==> src/rtl/sram_req_ctrl.sv <==
// Single-outstanding request sequencer for an external SRAM pin wrapper: read/write timing, registered pins, response pulse.
// Define SRAM_CTRL_POSTED_WR_EN to acknowledge writes in the setup cycle instead of after the hold cycle.
module sram_req_ctrl #(
    parameter int ADDR_W  = 20,
    parameter int DATA_W  = 32,
    parameter int RD_WAIT = 2,
    parameter int WR_WAIT = 1
) (
    input  logic                  clock,
    input  logic                  resetn,
    input  logic                  io_req_valid,
    output logic                  io_req_ready,
    input  logic [ADDR_W-1:0]     io_req_addr,
    input  logic                  io_req_we,
    input  logic [DATA_W-1:0]     io_req_wdata,
    input  logic [DATA_W/8-1:0]   io_req_wmask,
    output logic                  io_resp_valid,
    output logic [DATA_W-1:0]     io_resp_rdata,
    output logic [ADDR_W-1:0]     io_sram_addr,
    output logic [DATA_W-1:0]     io_sram_din,
    output logic                  io_sram_en,
    output logic                  io_sram_re,
    output logic                  io_sram_we,
    output logic [DATA_W/8-1:0]   io_sram_wmask,
    input  logic [DATA_W-1:0]     io_sram_dout
);

    localparam int MASK_W   = DATA_W / 8;
    localparam int MAX_WAIT = (RD_WAIT > WR_WAIT) ? RD_WAIT : WR_WAIT;
    localparam int CNT_W    = $clog2(MAX_WAIT + 1);

    localparam logic [2:0] ST_IDLE   = 3'd0;
    localparam logic [2:0] ST_RD     = 3'd1;
    localparam logic [2:0] ST_WSETUP = 3'd2;
    localparam logic [2:0] ST_WPULSE = 3'd3;
    localparam logic [2:0] ST_WHOLD  = 3'd4;

    logic [2:0]        state_reg, state_next;
    logic [CNT_W-1:0]  cnt_reg, cnt_next;
    logic [ADDR_W-1:0] addr_reg, addr_next;
    logic [DATA_W-1:0] din_reg, din_next;
    logic [MASK_W-1:0] wmask_reg, wmask_next;
    logic              en_reg, en_next;
    logic              re_reg, re_next;
    logic              we_reg, we_next;
    logic              resp_valid_reg, resp_valid_next;
    logic [DATA_W-1:0] rdata_reg, rdata_next;

    assign io_req_ready  = (state_reg == ST_IDLE);
    assign io_resp_valid = resp_valid_reg;
    assign io_resp_rdata = rdata_reg;
    assign io_sram_addr  = addr_reg;
    assign io_sram_din   = din_reg;
    assign io_sram_en    = en_reg;
    assign io_sram_re    = re_reg;
    assign io_sram_we    = we_reg;
    assign io_sram_wmask = wmask_reg;

    // Next-state values are the next pin values: every io_sram_* output comes straight from a flop.
    always_comb begin
        state_next      = state_reg;
        cnt_next        = cnt_reg;
        addr_next       = addr_reg;
        din_next        = din_reg;
        wmask_next      = wmask_reg;
        en_next         = en_reg;
        re_next         = re_reg;
        we_next         = we_reg;
        resp_valid_next = 1'b0;
        rdata_next      = '0;
        case (state_reg)
            ST_IDLE: begin
                en_next    = 1'b0;
                re_next    = 1'b0;
                we_next    = 1'b0;
                wmask_next = '0;
                if (io_req_valid) begin
                    addr_next = io_req_addr;
                    en_next   = 1'b1;
                    cnt_next  = '0;
                    if (io_req_we) begin
                        state_next = ST_WSETUP;
                        din_next   = io_req_wdata;
                        wmask_next = io_req_wmask;
`ifdef SRAM_CTRL_POSTED_WR_EN
                        resp_valid_next = 1'b1;
`else
                        resp_valid_next = 1'b0;
`endif
                    end else begin
                        state_next = ST_RD;
                        re_next    = 1'b1;
                    end
                end
            end
            ST_RD: begin
                if (cnt_reg == CNT_W'(RD_WAIT - 1)) begin
                    // Last address-hold cycle: dout is sampled on this edge.
                    state_next      = ST_IDLE;
                    en_next         = 1'b0;
                    re_next         = 1'b0;
                    resp_valid_next = 1'b1;
                    rdata_next      = io_sram_dout;
                end else begin
                    cnt_next = cnt_reg + CNT_W'(1);
                end
            end
            ST_WSETUP: begin
                state_next = ST_WPULSE;
                we_next    = 1'b1;
                cnt_next   = '0;
            end
            ST_WPULSE: begin
                if (cnt_reg == CNT_W'(WR_WAIT - 1)) begin
                    state_next = ST_WHOLD;
                    we_next    = 1'b0;
                end else begin
                    cnt_next = cnt_reg + CNT_W'(1);
                end
            end
            ST_WHOLD: begin
                state_next = ST_IDLE;
                en_next    = 1'b0;
                wmask_next = '0;
`ifdef SRAM_CTRL_POSTED_WR_EN
                resp_valid_next = 1'b0;
`else
                resp_valid_next = 1'b1;
`endif
            end
            default: begin
                state_next = ST_IDLE;
                en_next    = 1'b0;
                re_next    = 1'b0;
                we_next    = 1'b0;
                wmask_next = '0;
            end
        endcase
    end

    always_ff @(posedge clock) begin
        if (!resetn) begin
            state_reg      <= ST_IDLE;
            cnt_reg        <= '0;
            addr_reg       <= '0;
            din_reg        <= '0;
            wmask_reg      <= '0;
            en_reg         <= 1'b0;
            re_reg         <= 1'b0;
            we_reg         <= 1'b0;
            resp_valid_reg <= 1'b0;
            rdata_reg      <= '0;
        end else begin
            state_reg      <= state_next;
            cnt_reg        <= cnt_next;
            addr_reg       <= addr_next;
            din_reg        <= din_next;
            wmask_reg      <= wmask_next;
            en_reg         <= en_next;
            re_reg         <= re_next;
            we_reg         <= we_next;
            resp_valid_reg <= resp_valid_next;
            rdata_reg      <= rdata_next;
        end
    end

endmodule
==> config.mk <==
export PLATFORM = sky130hd
export DESIGN_NAME = sram_req_ctrl
export DESIGN_NICKNAME = d
export VERILOG_FILES = /design/src/rtl/sram_req_ctrl.sv
export SDC_FILE = /design/constraint.sdc
export NUM_CORES = 1
export LEC_CHECK = 0
export CAP_MARGIN = 20
export CORE_UTILIZATION = 34
export CTS_CLUSTER_SIZE = 20
export DETAILED_ROUTE_END_ITERATION = 6
export PLACE_DENSITY = 0.75
export SYNTH_ARGS = -nofsm -noshare
export SYNTH_HDL_FRONTEND = slang
export SYNTH_SLANG_ARGS = --single-unit
==> constraint.sdc <==
create_clock -name clock -period 1.36 [get_ports clock]
set_input_delay 0.272 -clock clock [delete_from_list [all_inputs] [get_ports clock]]
set_output_delay 0.272 -clock clock [all_outputs]
set_load 0.02 [all_outputs]
==> impl_metrics.json, run 1 <==
{
  "status": "finished with violations",
  "violations": "setup timing",
  "slew-limit-headroom": 0.719,
  "fillers": 776,
  "grt_antenna_before_repair": 0,
  "clk_pin_slew_ns": 0.09,
  "ioPinCount": 185,
  "vias": 3259,
  "row_count": 35,
  "drt-total-wl_um": 10000,
  "slowest_stage": "dfxtp_4",
  "yosys.area.top_type": "dfxtp_1",
  "cp_cell_sequence": "buf_6 -> nor4b_4 -> and2_4 -> buf_12 -> buf_16 -> nand2_2 -> a21oi_2",
  "firstDrtPassIters": 6,
  "cts_tree": "done",
  "synth_top_area_frac": 0.595,
  "ys_seq_elements": 97,
  "drcViolationCount": 0,
  "grt_pass1_wl_um": 15200,
  "drv_cap": 0,
  "cpPeakStageDelay_ns": 0.37,
  "clock_sinks": 97,
  "setup_tns_ns": -5.23,
  "ant_nets": 0,
  "chipHeight_um": 100,
  "setup_viol": 70,
  "routed_via_density": 4.57,
  "place_hpwl_um": 6720,
  "synthDistinctLibCells": 28,
  "ir_drop_mv": 0.771,
  "nets": 673,
  "crit_fanout": 5,
  "grt_use_total": 0.193,
  "hold_viol": 0,
  "arrival_ns": 1.76,
  "post-route-min-period_ns": 1.48,
  "drt_iter0_markers": 80,
  "start_kind": "register",
  "syn_nets": 460,
  "pwr-share-clk": 0.311,
  "synthToLayoutAreaGrowth_pct": 87.2,
  "pwr-share-comb": 0.225,
  "grt_pass1_vias": 3280,
  "fmaxAchievable_mhz": 678,
  "cp-end-kind": "register",
  "synth_area_leaders": "dfxtp_1 59%, nand2_1 12%, a21oi_1 8.7%",
  "p_switching_w": 0.00181,
  "syn_inst": 366,
  "worstMarginPinSlew_ns": 0.420,
  "ctsHoldBuffers": 0,
  "port_buffers": 184,
  "p_leak_nw": 2.68,
  "timing_worst_setup_path_type": "register to register",
  "rsz0062_at_grt": "yes",
  "ys_async_sr_fraction": 0,
  "final_max_slew_viol_count": 0,
  "fin_cells": 713,
  "die_w_um": 100,
  "post-place-ws_ns": -0.424,
  "cts_buffer_depth": 2,
  "fin_ws_ns": -0.116,
  "diodes": 0,
  "worstPathRequired_ns": 1.65,
  "utilization": 0.658,
  "die-area_mm2": 0.0100,
  "core_mm2": 0.00928,
  "numCtsBuffers": 9,
  "p_per_area_mw_per_mm2": 1080,
  "synthFlopType": "dfxtp_1",
  "synth_area_per_cell_um2": 8.92,
  "gp_congestion": 0.748,
  "layout-drive-gt1-share": 0.243,
  "grt_max_degree": 36,
  "numPlacedInstances": 683,
  "cts_max_level": 3,
  "seq_area_frac_synth": 0.595,
  "clock-root-buffer": "clkbuf_8",
  "grt_overflow": 0,
  "total_power_w": 0.00659,
  "yosys_warnings": 0,
  "synth-edff-count": 0,
  "switching_share": 0.275,
  "initial_core_util": 0.352,
  "hp-class": "register to register",
  "synth_area_mm2": 0.00326,
  "wire_per_inst_um": 14.0,
  "final.period_utilization": 1.09,
  "insertion_delay_ns": 0.35,
  "intPower_w": 0.00478,
  "pwr-share-seq": 0.464,
  "finalClockSkew_ns": 0.00895
}
-- cell families (layout without fill, tap and decap cells) --
kind of cell,Yosys count,after routing,share of synthesized area
multiplexers,1,1,0.00345
AND/OR/NAND/NOR,166,166,0.233
buffers and inverters,28,246,0.0406
flip-flops,97,97,0.595
AO/OA/AOI/OAI,72,72,0.121
adder cells (fa/ha/maj),2,2,0.00766
-- cells in the final DEF (no fill, tap or decap), drive strengths merged, types with 2 or more instances in the layout --
cell	Yosys	routed
nand2	106	106
dfxtp	97	97
clkdlybuf4s50	0	91
dlygate4sd2	0	71
a21oi	57	57
buf	6	41
and2	34	34
clkbuf	17	19
clkdlybuf4s15	0	13
nor2	8	8
inv	5	6
nor3	5	5
a22oi	4	4
o21ai	4	4
o31ai	3	3
nand3	3	3
nand2b	3	3
nor2b	2	2
nand4	2	2
a21o	2	2
ha	2	2
bufinv	0	2
clkinv	0	2
-- power groups by stage --
stage                     logic (W)  registers, W  clock network, W
after global placement      0.00125       0.00311                 0
after floorplan            0.000403       0.00327                 0
final                       0.00148       0.00306           0.00205
after global routing        0.00158       0.00308           0.00223
after CTS                   0.00142       0.00305           0.00211
after detailed placement    0.00127       0.00312                 0
-- Yosys cell counts (2+ instances only) --
master / instances
a21o_1: 2
a21oi_1: 57
a22oi_1: 4
and2_1: 34
buf_6: 3
clkbuf_1: 17
dfxtp_1: 97
ha_1: 2
inv_1: 4
nand2_1: 106
nand2b_1: 3
nand3_1: 3
nand4_1: 2
nor2_1: 8
nor2b_1: 2
nor3_1: 5
o21ai_0: 4
o31ai_1: 3
-- layer usage --
metal  share of wire  GRT usage  vias to the layer above
li1                -          -                     1614
met1            0.38      0.198                     1507
met2            0.53      0.362                      123
met3           0.081     0.0696                       15
met4           0.016     0.0658                        0
met5               0          0                        -
-- critical path: cells and delay by family (launching register included) --
family                 cells  cell delay [ns]
AO/OA/AOI/OAI              1             0.13
buffers and inverters      3             0.36
AND/OR/NAND/NOR            3             0.55
flip-flops                 1             0.37
-- layout make-up --
cell class | count | area (um^2) | area share
well taps | 129 | 161 | 0.0264
flip-flops and latches | 97 | 1950 | 0.319
repair buffers | 225 | 2240 | 0.367
clock buffers | 10 | 128 | 0.0209
inverters | 5 | 21.3 | 0.00348
multi-input cells | 241 | 1520 | 0.248
clock inverters | 6 | 90.1 | 0.0147
-- timing repair --
item / in CTS / in global routing
setup buffers: 10 / 4
endpoints found under the setup margin: 166 / 108
pin swaps: 20 / 34
resized for setup: 157 / 94
cloned: 7 / 1
-- metrics by stage --
step	hold slack, ns	cell area (um^2)
after floorplan	0.378	3270
after global placement	0.440	5420
after detailed placement	0.447	5420
after CTS	0.449	5950
after global routing	0.455	6110
final	0.458	6110
-- worst paths after layout --
kind	from	endpoint	slack, ns	cells past startpoint
max	state_reg[2]	io_sram_din[24]	-0.12	7
min	io_sram_addr[9]	io_sram_addr[9]	0.46	2
max reg2reg	state_reg[2]	io_sram_din[24]	-0.12	7
min reg2reg	io_sram_addr[9]	io_sram_addr[9]	0.46	2
Power figures use the tool's default switching activity.
==> run 2, diff against run 1 <==
- CTS_CLUSTER_SIZE: 20 -> 28
- MAX_ROUTING_LAYER: not set -> met4
- clock period: 1.36 -> 1.3 ns (I/O delays scaled with it)
==> run 2 against run 1 <==
- the run still ends with setup timing left
- sequential cell count unchanged
- die area stayed put
- hold slack got worse by 0.011 ns
- setup slack worse by 0.099 ns
- routed wire length up 14%
- cell area rose by 5.7%
- register-to-register slack worse by 0.099 ns
- critical endpoint is now io_sram_din[14]
- largest power group unchanged
- fmax shrank 2.6%
- core utilization grew 3.8 points
- sequential share of layout area down 1.6 points
==> impl_metrics.json, run 2 (synthesized netlist as in run 1, its figures left out) <==
{
  "worstMarginPinSlew_ns": 0.495,
  "clk_pin_slew_ns": 0.10,
  "clock-root-buffer": "clkbuf_8",
  "drt_iter0_markers": 54,
  "chipHeight_um": 100,
  "crit_start": "state_reg[2]",
  "grt_overflow": 0,
  "status": "finished with violations",
  "final_max_slew_viol_count": 0,
  "nets": 684,
  "worstPathRequired_ns": 1.58,
  "start_kind": "register",
  "cts_max_level": 3,
  "core_mm2": 0.00928,
  "hp-class": "input port to register",
  "final.period_utilization": 1.17,
  "drv_cap": 0,
  "min_from": "io_req_addr[14]",
  "grt_use_total": 0.207,
  "cp-end-kind": "register",
  "met2_usage": 0.368,
  "grt_busiest_layer": "met2",
  "die-area_mm2": 0.0100,
  "timing_worst_setup_path_type": "register to register",
  "drt-total-wl_um": 11400,
  "final_cell_mix": "91 x clkdlybuf4s50_1, 89 x dfxtp_1, 54 x nand2_1",
  "row_count": 35,
  "grt_pass1_vias": 3389,
  "port_buffers": 184,
  "fin_ws_ns": -0.215,
  "grtUsageMet3": 0.0474,
  "wire_per_inst_um": 15.7,
  "routed_via_density": 4.69,
  "insertion_delay_ns": 0.35,
  "cts_buffer_depth": 2,
  "crit_fanout": 7,
  "diodes": 0,
  "gp_congestion": 0.860,
  "grt_pass1_wl_um": 15700,
  "die_w_um": 100,
  "fillers": 716,
  "drcViolationCount": 0,
  "initial_core_util": 0.352,
  "r2r-end": "io_sram_din[14]",
  "place_hpwl_um": 6680,
  "p_per_area_mw_per_mm2": 1090,
  "vias": 3395,
  "post-route-min-period_ns": 1.51,
  "rsz0062_at_grt": "yes",
  "setup_viol": 84,
  "layout-drive-gt1-share": 0.435,
  "r2r-start": "state_reg[2]",
  "r2r_setup_slack_ns": -0.21,
  "slowest_stage": "dfxtp_4",
  "use_met1": 0.227,
  "cts_tree": "done",
  "synthToLayoutAreaGrowth_pct": 97.9,
  "reg2reg_depth": 6,
  "cpPeakStageDelay_ns": 0.38,
  "ir_drop_mv": 0.738,
  "holdPathStages": 3,
  "cp_cell_sequence": "nor4b_4 -> and2_4 -> buf_6 -> buf_12 -> nand2_2 -> a21oi_2",
  "ioPinCount": 185,
  "ant_nets": 0,
  "arrival_ns": 1.79,
  "numCtsBuffers": 9,
  "violations": "setup timing",
  "utilization": 0.696,
  "firstDrtPassIters": 4,
  "finalClockSkew_ns": 0.0134,
  "clock_sinks": 97,
  "grt_antenna_before_repair": 0,
  "holdPathEnd": "io_sram_addr[14]",
  "slew-limit-headroom": 0.669,
  "grt_max_degree": 31,
  "total_power_w": 0.00704,
  "fmaxAchievable_mhz": 660,
  "hold_viol": 0,
  "setup_tns_ns": -9.89,
  "layout_commonest_cell": "clkdlybuf4s50_1",
  "p_leak_nw": 2.76
}
[run 2: cell count changes in the layout (fill, tap and decap cells not counted), moves of 15 or more]
| cell | change |
|---|---|
| and2_1 | -20 |
| and2_4 | +20 |
| clkbuf_2 | +42 |
| clkdlybuf4s15_1 | +15 |
| dlygate4sd2_1 | -64 |
| nand2_1 | -23 |
| nand2_4 | +27 |
[run 2: cell type report]
cell class | count | area [um^2] | area share
clock buffer | 10 | 128 | 0.0198
clock inverter | 6 | 75.1 | 0.0116
inverter | 5 | 23.8 | 0.00368
multi-input combinational | 241 | 1820 | 0.281
sequential | 97 | 1960 | 0.303
tap | 129 | 161 | 0.0250
timing repair buffer | 236 | 2300 | 0.355
[run 2: what timing repair did]
item | 4_1_cts | 5_1_grt
pin swaps | 23 | 97
hold buffers | 0 | 0
cloned | 6 | 7
setup buffers | 9 | 11
endpoints found under the setup margin | 182 | 169
hold endpoints to repair | 0 | 0
gates resized for setup | 205 | 241
[run 2: worst max-delay path, delay by kind of cell (launching register included)]
| family | cells | cell delay [ns] |
|---|---|---|
| AND/OR/NAND/NOR | 3 | 0.63 |
| buffers and inverters | 2 | 0.27 |
| AO/OA/AOI/OAI | 1 | 0.16 |
| flip-flops | 1 | 0.38 |
[run 2: layer usage]
metal,vias up,share of wire
li1,1641,-
met1,1598,0.38
met5,-,0
met3,20,0.070
met2,136,0.53
met4,0,0.019
[run 2: through the flow]
stage / std cells / worst slack (ns) / hold WS, ns / area, um^2
after CTS: 710 / -0.192 / 0.425 / 6010
after floorplan: 366 / -0.0192 / 0.367 / 3310
final: 724 / -0.215 / 0.447 / 6460
after global routing: 724 / -0.237 / 0.427 / 6460
after detailed placement: 680 / -0.454 / 0.446 / 5420
after global placement: 680 / -0.394 / 0.440 / 5420
[run 2: where the power goes]
group | total (W) | switching, W | internal [W]
Combinational | 0.00178 | 0.000870 | 0.000905
Clock | 0.00204 | 0.00112 | 0.000920
Sequential | 0.00323 | 0.000110 | 0.00312
[run 2: how the worst max path moves through the flow]
stage	endpoint	slack (ns)	cells after the start
after floorplan	cnt_reg[0]	-0.02	6
after detailed placement	io_sram_din[21]	-0.45	6
after global placement	io_sram_wmask[3]	-0.39	6
after global routing	io_sram_din[14]	-0.24	6
final	io_sram_din[14]	-0.21	6
after CTS	io_resp_rdata[26]	-0.19	6
